$ cat src/rtl/mc6809_phase_gen.sv
// ---------------------------------------------------------------------------
// mc6809_phase_gen
//
// Generates the MC6809 quadrature bus phases (Q leads E by a quarter cycle)
// from a fractional-N divider of the system clock. It emits single-clk
// enables for the mc6809i core and registered E/Q levels for bus peripherals.
// It also supports MRDY cycle stretching with a bounded stretch length.
//
// Parameters:
//   W            divider numerator/denominator/accumulator width
//   MAX_STRETCH  maximum base ticks an E-high phase may be held by MRDY
//   SW           stretch counter width (2**SW > MAX_STRETCH)
//
// Ports:
//   clk          system clock, rising edge
//   nRESET       synchronous active-low reset
//   cen_in       global advance enable (0 freezes divider and phase)
//   num, den     divider ratio: num base ticks per den enabled clks
//   MRDY         memory ready, sampled only on P3 ticks
//   cen_Q        one-clk pulse when leaving P2 (Q falling)
//   cen_E        one-clk pulse when leaving P3 (E falling)
//   E, Q         bus phase levels
//   stretching   high while P3 is being held by MRDY
//   stretch_to   one-clk pulse when a stretch is cut off at MAX_STRETCH
// ---------------------------------------------------------------------------
module mc6809_phase_gen #(
    parameter int unsigned W           = 10,
    parameter int unsigned MAX_STRETCH = 10,
    parameter int unsigned SW          = 4
) (
    input  logic         clk,
    input  logic         nRESET,
    input  logic         cen_in,
    input  logic [W-1:0] num,
    input  logic [W-1:0] den,
    input  logic         MRDY,
    output logic         cen_Q,
    output logic         cen_E,
    output logic         E,
    output logic         Q,
    output logic         stretching,
    output logic         stretch_to
);

    typedef enum logic [1:0] {
        P0 = 2'd0,   // Q=0 E=0
        P1 = 2'd1,   // Q=1 E=0
        P2 = 2'd2,   // Q=1 E=1
        P3 = 2'd3    // Q=0 E=1
    } phase_e;

    localparam logic [SW-1:0] MAX_CNT = SW'(MAX_STRETCH);

    // State registers
    phase_e        phase_q, phase_d;
    logic [W-1:0]  acc_q, acc_d;
    logic [SW-1:0] cnt_q, cnt_d;

    // Registered outputs
    logic cen_q_q, cen_q_d;
    logic cen_e_q, cen_e_d;
    logic e_q, e_d;
    logic q_q, q_d;
    logic str_q, str_d;
    logic sto_q, sto_d;

    // Divider
    logic         tick;
    logic [W:0]   sum;
    logic [W:0]   rem;
    logic [W:0]   den_x;

    always_comb begin
        den_x = {1'b0, den};
        sum   = {1'b0, acc_q} + {1'b0, num};
        rem   = sum - den_x;
        tick  = 1'b0;
        acc_d = acc_q;
        if (cen_in) begin
            if ((den == '0) || (num >= den)) begin
                // Ratio >= 1: tick every enabled clk, accumulator parked at 0.
                tick  = 1'b1;
                acc_d = '0;
            end else if (sum >= den_x) begin
                tick = 1'b1;
                // A runtime reduction of den can leave the remainder still
                // out of range; dropping it avoids a burst of back-to-back
                // catch-up ticks.
                if (rem >= den_x) begin
                    acc_d = '0;
                end else begin
                    acc_d = rem[W-1:0];
                end
            end else begin
                acc_d = sum[W-1:0];
            end
        end
    end

    // Phase FSM next state and pulse decisions
    always_comb begin
        phase_d = phase_q;
        cnt_d   = cnt_q;
        cen_q_d = 1'b0;
        cen_e_d = 1'b0;
        sto_d   = 1'b0;

        if (tick) begin
            case (phase_q)
                P0: phase_d = P1;
                P1: phase_d = P2;
                P2: begin
                    phase_d = P3;
                    cen_q_d = 1'b1;
                end
                P3: begin
                    if (MRDY) begin
                        phase_d = P0;
                        cen_e_d = 1'b1;
                    end else if (cnt_q < MAX_CNT) begin
                        cnt_d = cnt_q + SW'(1);
                    end else begin
                        phase_d = P0;
                        cen_e_d = 1'b1;
                        sto_d   = 1'b1;
                    end
                end
                default: phase_d = P0;
            endcase
        end

        if (phase_d == P0) begin
            cnt_d = '0;
        end

        // A non-zero count in P3 means at least one tick has been held.
        str_d = (phase_d == P3) && (cnt_d != '0);

        // Levels trail the phase register by one clk so that each enable
        // pulse lands in the last clk of its level's high time.
        q_d = (phase_q == P1) || (phase_q == P2);
        e_d = (phase_q == P2) || (phase_q == P3);
    end

    always_ff @(posedge clk) begin
        if (!nRESET) begin
            phase_q <= P0;
            acc_q   <= '0;
            cnt_q   <= '0;
            cen_q_q <= 1'b0;
            cen_e_q <= 1'b0;
            e_q     <= 1'b0;
            q_q     <= 1'b0;
            str_q   <= 1'b0;
            sto_q   <= 1'b0;
        end else begin
            phase_q <= phase_d;
            acc_q   <= acc_d;
            cnt_q   <= cnt_d;
            cen_q_q <= cen_q_d;
            cen_e_q <= cen_e_d;
            e_q     <= e_d;
            q_q     <= q_d;
            str_q   <= str_d;
            sto_q   <= sto_d;
        end
    end

    assign cen_Q      = cen_q_q;
    assign cen_E      = cen_e_q;
    assign E          = e_q;
    assign Q          = q_q;
    assign stretching = str_q;
    assign stretch_to = sto_q;

endmodule

$ cat config.mk
export PLATFORM = sky130hd
export DESIGN_NAME = mc6809_phase_gen
export DESIGN_NICKNAME = d
export VERILOG_FILES = /design/src/rtl/mc6809_phase_gen.sv
export SDC_FILE = /design/constraint.sdc
export NUM_CORES = 1
export LEC_CHECK = 0
export CAP_MARGIN = 20
export CORE_MARGIN = 2
export CORE_UTILIZATION = 50
export CTS_CLUSTER_DIAMETER = 80
export DETAILED_ROUTE_END_ITERATION = 10
export GPL_ROUTABILITY_DRIVEN = 0
export PLACE_DENSITY = 0.82
export SETUP_SLACK_MARGIN = 0.3
export SYNTH_ARGS = -nofsm -noshare
export SYNTH_HDL_FRONTEND = slang
export SYNTH_SLANG_ARGS = --single-unit
$ cat constraint.sdc
create_clock -name clk -period 4.7 [get_ports clk]
set_input_delay 0.94 -clock clk [delete_from_list [all_inputs] [get_ports clk]]
set_output_delay 0.94 -clock clk [all_outputs]
set_load 0.01 [all_outputs]
==> impl_metrics.env <==
export IMPL_antenna_found_initial=0
export IMPL_path_class="in2reg"
export IMPL_power_density_mw_per_mm2=516.3
export IMPL_slowest_stage="a2111oi_4"
export IMPL_dpl_cell_area_mm2=0.003000
export IMPL_rsz0062_at_grt="yes"
export IMPL_max_freq_ghz=0.2177
export IMPL_hold_class="reg2reg"
export IMPL_nets=442
export IMPL_end_kind="flop"
export IMPL_critical_path_buf_inv_count=2
export IMPL_ys_async_sr_fraction_pct=0
export IMPL_grt_pass1_vias=2461
export IMPL_finClkSkew_ps=7.425
export IMPL_clk_path_buf_depth=2
export IMPL_n_antenna_cell=0
export IMPL_post_drt_wl_per_cell_um=18.83
export IMPL_drive_gt1_share_pct=26.95
export IMPL_cts_root_buffer="clkbuf_8"
export IMPL_core_mm2=0.004444
export IMPL_boundaryPins=30
export IMPL_cp_data_arrival_time_ps=4820
export IMPL_ir_worst_vdd_mv=0.3954
export IMPL_hpwl_mm=5.253
export IMPL_period_minus_slack_ps=4594
export IMPL_crit_path_max_fanout=4
export IMPL_maxCapViolCount=0
export IMPL_layout_common_cells="buf_4 (51), ha_1 (37), nand2_1 (27), inv_1 (26), clkdlybuf4s50_1 (24)"
export IMPL_n_fill_cell=298
export IMPL_syn_instance_count=286
export IMPL_routed_via_density=6.262
export IMPL_vias=2649
export IMPL_cp_cell_sequence="buf_8 > ha_4 > fa_2 > a211oi_4 > o21bai_1 > a21oi_2 > o21ai_1 > xor2_1 > ha_1 > nand2_1 > o21ai_1 > o21bai_1 > xor2_1 > ha_1 > a2111oi_4 > buf_2 > a32oi_1 > nand2_1"
export IMPL_grt_max_degree=14
export IMPL_dp_cells=402
export IMPL_htree_levels=1
export IMPL_post_route_drc_count=0
export IMPL_synth_nets=356
export IMPL_setup_viol=0
export IMPL_ys_warn_count=0
export IMPL_hold_buffers=0
export IMPL_p_leak_nw=1.557
export IMPL_hold_viol_final=0
export IMPL_io_buffer_count=29
export IMPL_row_count=24
export IMPL_timing_hold_ws_ps=472.6
export IMPL_stdcell_area_mm2=0.003410
export IMPL_dieArea_mm2=0.005279
export IMPL_drt_pass1_iter_count=5
export IMPL_preCtsSetupSlack_ps=-609.3
export IMPL_fin_crit_sh_pct=97.75
export IMPL_drtAntennaViolNets=0
export IMPL_cpPeakStageDelay_ps=440
export IMPL_cts_made_buffers=3
export IMPL_grt_first_pass_wirelength_mm=11.43
export IMPL_start_util_pct=53.04
export IMPL_drtIter0Drc=250
export IMPL_grt_use_total_pct=27.34
export IMPL_regArea_um2=440.4
export IMPL_syn_cell_area_mm2=0.002357
export IMPL_avgSynthCellArea_um2=8.242
export IMPL_gr_total_overflow=0
export IMPL_die_y_um=72.66
export IMPL_clock_latency_ps=280
export IMPL_wirelength_mm=7.965
export IMPL_finalNonFillerCells=423
export IMPL_clkSinkCount=22
export IMPL_yosysUniqueCellTypes=54
export IMPL_path_clk_slew_ps=90
export IMPL_cts_tree="done"
export IMPL_slew_limit_headroom_pct=46.46
export IMPL_postLayoutSetupSlackWorst_ps=105.7
export IMPL_start_kind="input port"
export IMPL_cp_required_ps=4920
export IMPL_area_growth_pct=44.64
export IMPL_slew_violations=0
export IMPL_outcome="complete, no violations"
export IMPL_synth_edff_count=0
export IMPL_final_common_cell="buf_4"
export IMPL_die_w_um=72.66
export IMPL_synth_seq_area_share_pct=18.68
export IMPL_ys_ff_latch=22
export IMPL_tightest_slew_ps=800.1
export IMPL_synth_main_ff_cell="dfxtp_1"
export IMPL_cpLargestDelayFamily="compound AO/OA/AOI/OAI gates"
export IMPL_multi_input_area_mm2=0.002047
where the power goes:
group	total, mW	switching, mW	internal [mW]	leakage, nW
Clock	0.183	0.0691	0.114	0.0357
Sequential	0.232	0.0228	0.209	0.179
Combinational	1.35	0.661	0.684	1.34
Total	1.76	0.753	1.01	1.56
registers in the layout, indices dropped and copies added (netlist names):
name	count
cnt_q	4
Q	1
E	1
acc_q	10
stretching	1
phase_q	2
cen_E	1
stretch_to	1
cen_Q	1
per-layer routing:
| metal | vias to the layer above | track usage, % | part of all wire, % |
|---|---|---|---|
| met5 | - | 0 | 0 |
| met4 | 0 | 6.173 | 3.4 |
| li1 | 1222 | - | - |
| met2 | 149 | 47.98 | 50 |
| met1 | 1245 | 34.92 | 40 |
| met3 | 33 | 4.696 | 7.1 |
tightest hold or removal path, stage by stage, from the launching register on:
cell and delay [ps]:
dfxtp_1 320, nand2_1 50, o21ai_1 60
final cells by class:
class	count	area share (%)
clock buffer	3	1.211
clock inverter	1	0.8807
inverter	26	2.862
multi-input combinational	237	60.04
sequential	22	12.92
tap	52	1.908
timing repair buffer	82	20.18
worst paths after layout:
| path | from | endpoint | slack, ps | cells after the start |
|---|---|---|---|---|
| max reg2reg | acc_q[0] | acc_q[2] | 500 | 17 |
| min reg2reg | acc_q[8] | acc_q[8] | 470 | 2 |
| min | acc_q[8] | acc_q[8] | 470 | 2 |
| max | num[0] | acc_q[2] | 110 | 18 |
per-stage QoR:
step	utilization (%)	setup TNS, ps	power, mW
finish	76.72	0	1.760
global route	76.72	-939.7	1.855
CTS	74.16	0	1.608
detailed placement	67.51	-7917	1.268
global placement	67.51	-5395	1.237
floorplan	-	0	0.8677
cell usage after synthesis, drive strengths merged, types with 4 or more instances:
master  number  share of area, %
nor2b        6               1.6
a21o         6               2.0
a31oi        4               1.1
nor3         4              0.85
xnor2        8               3.0
xor2        10               3.7
inv         26               4.1
nand2       27               4.3
ha          44                23
a211oi       5               2.0
nand3        8               1.7
dfxtp       22                19
a22oi        7               2.2
o211ai       4               1.5
o21bai       4               1.3
nor2        18               2.9
a21oi       19               4.2
o21ai       19               4.4
timing repair:
item,4_1_cts,5_1_grt
cloned,1,0
gates resized for setup,45,13
setup endpoints to repair,20,16
buffers inserted,10,6
pin swaps,36,14
logic make-up (layout without fill, tap and decap cells):
family                   count (synthesis)  after routing  share of synthesized area, %
AO/OA/AOI/OAI                           88             88                         27.18
flip-flops                              22             22                         18.68
multiplexers                             1              1                        0.4246
XOR/XNOR                                18             18                         6.688
buffers and inverters                   27            112                         4.459
AND/OR/NAND/NOR                         84             84                         17.52
adder cells (fa/ha/maj)                 46             46                         25.05
No activity file was read; power rests on OpenSTA's default activity.
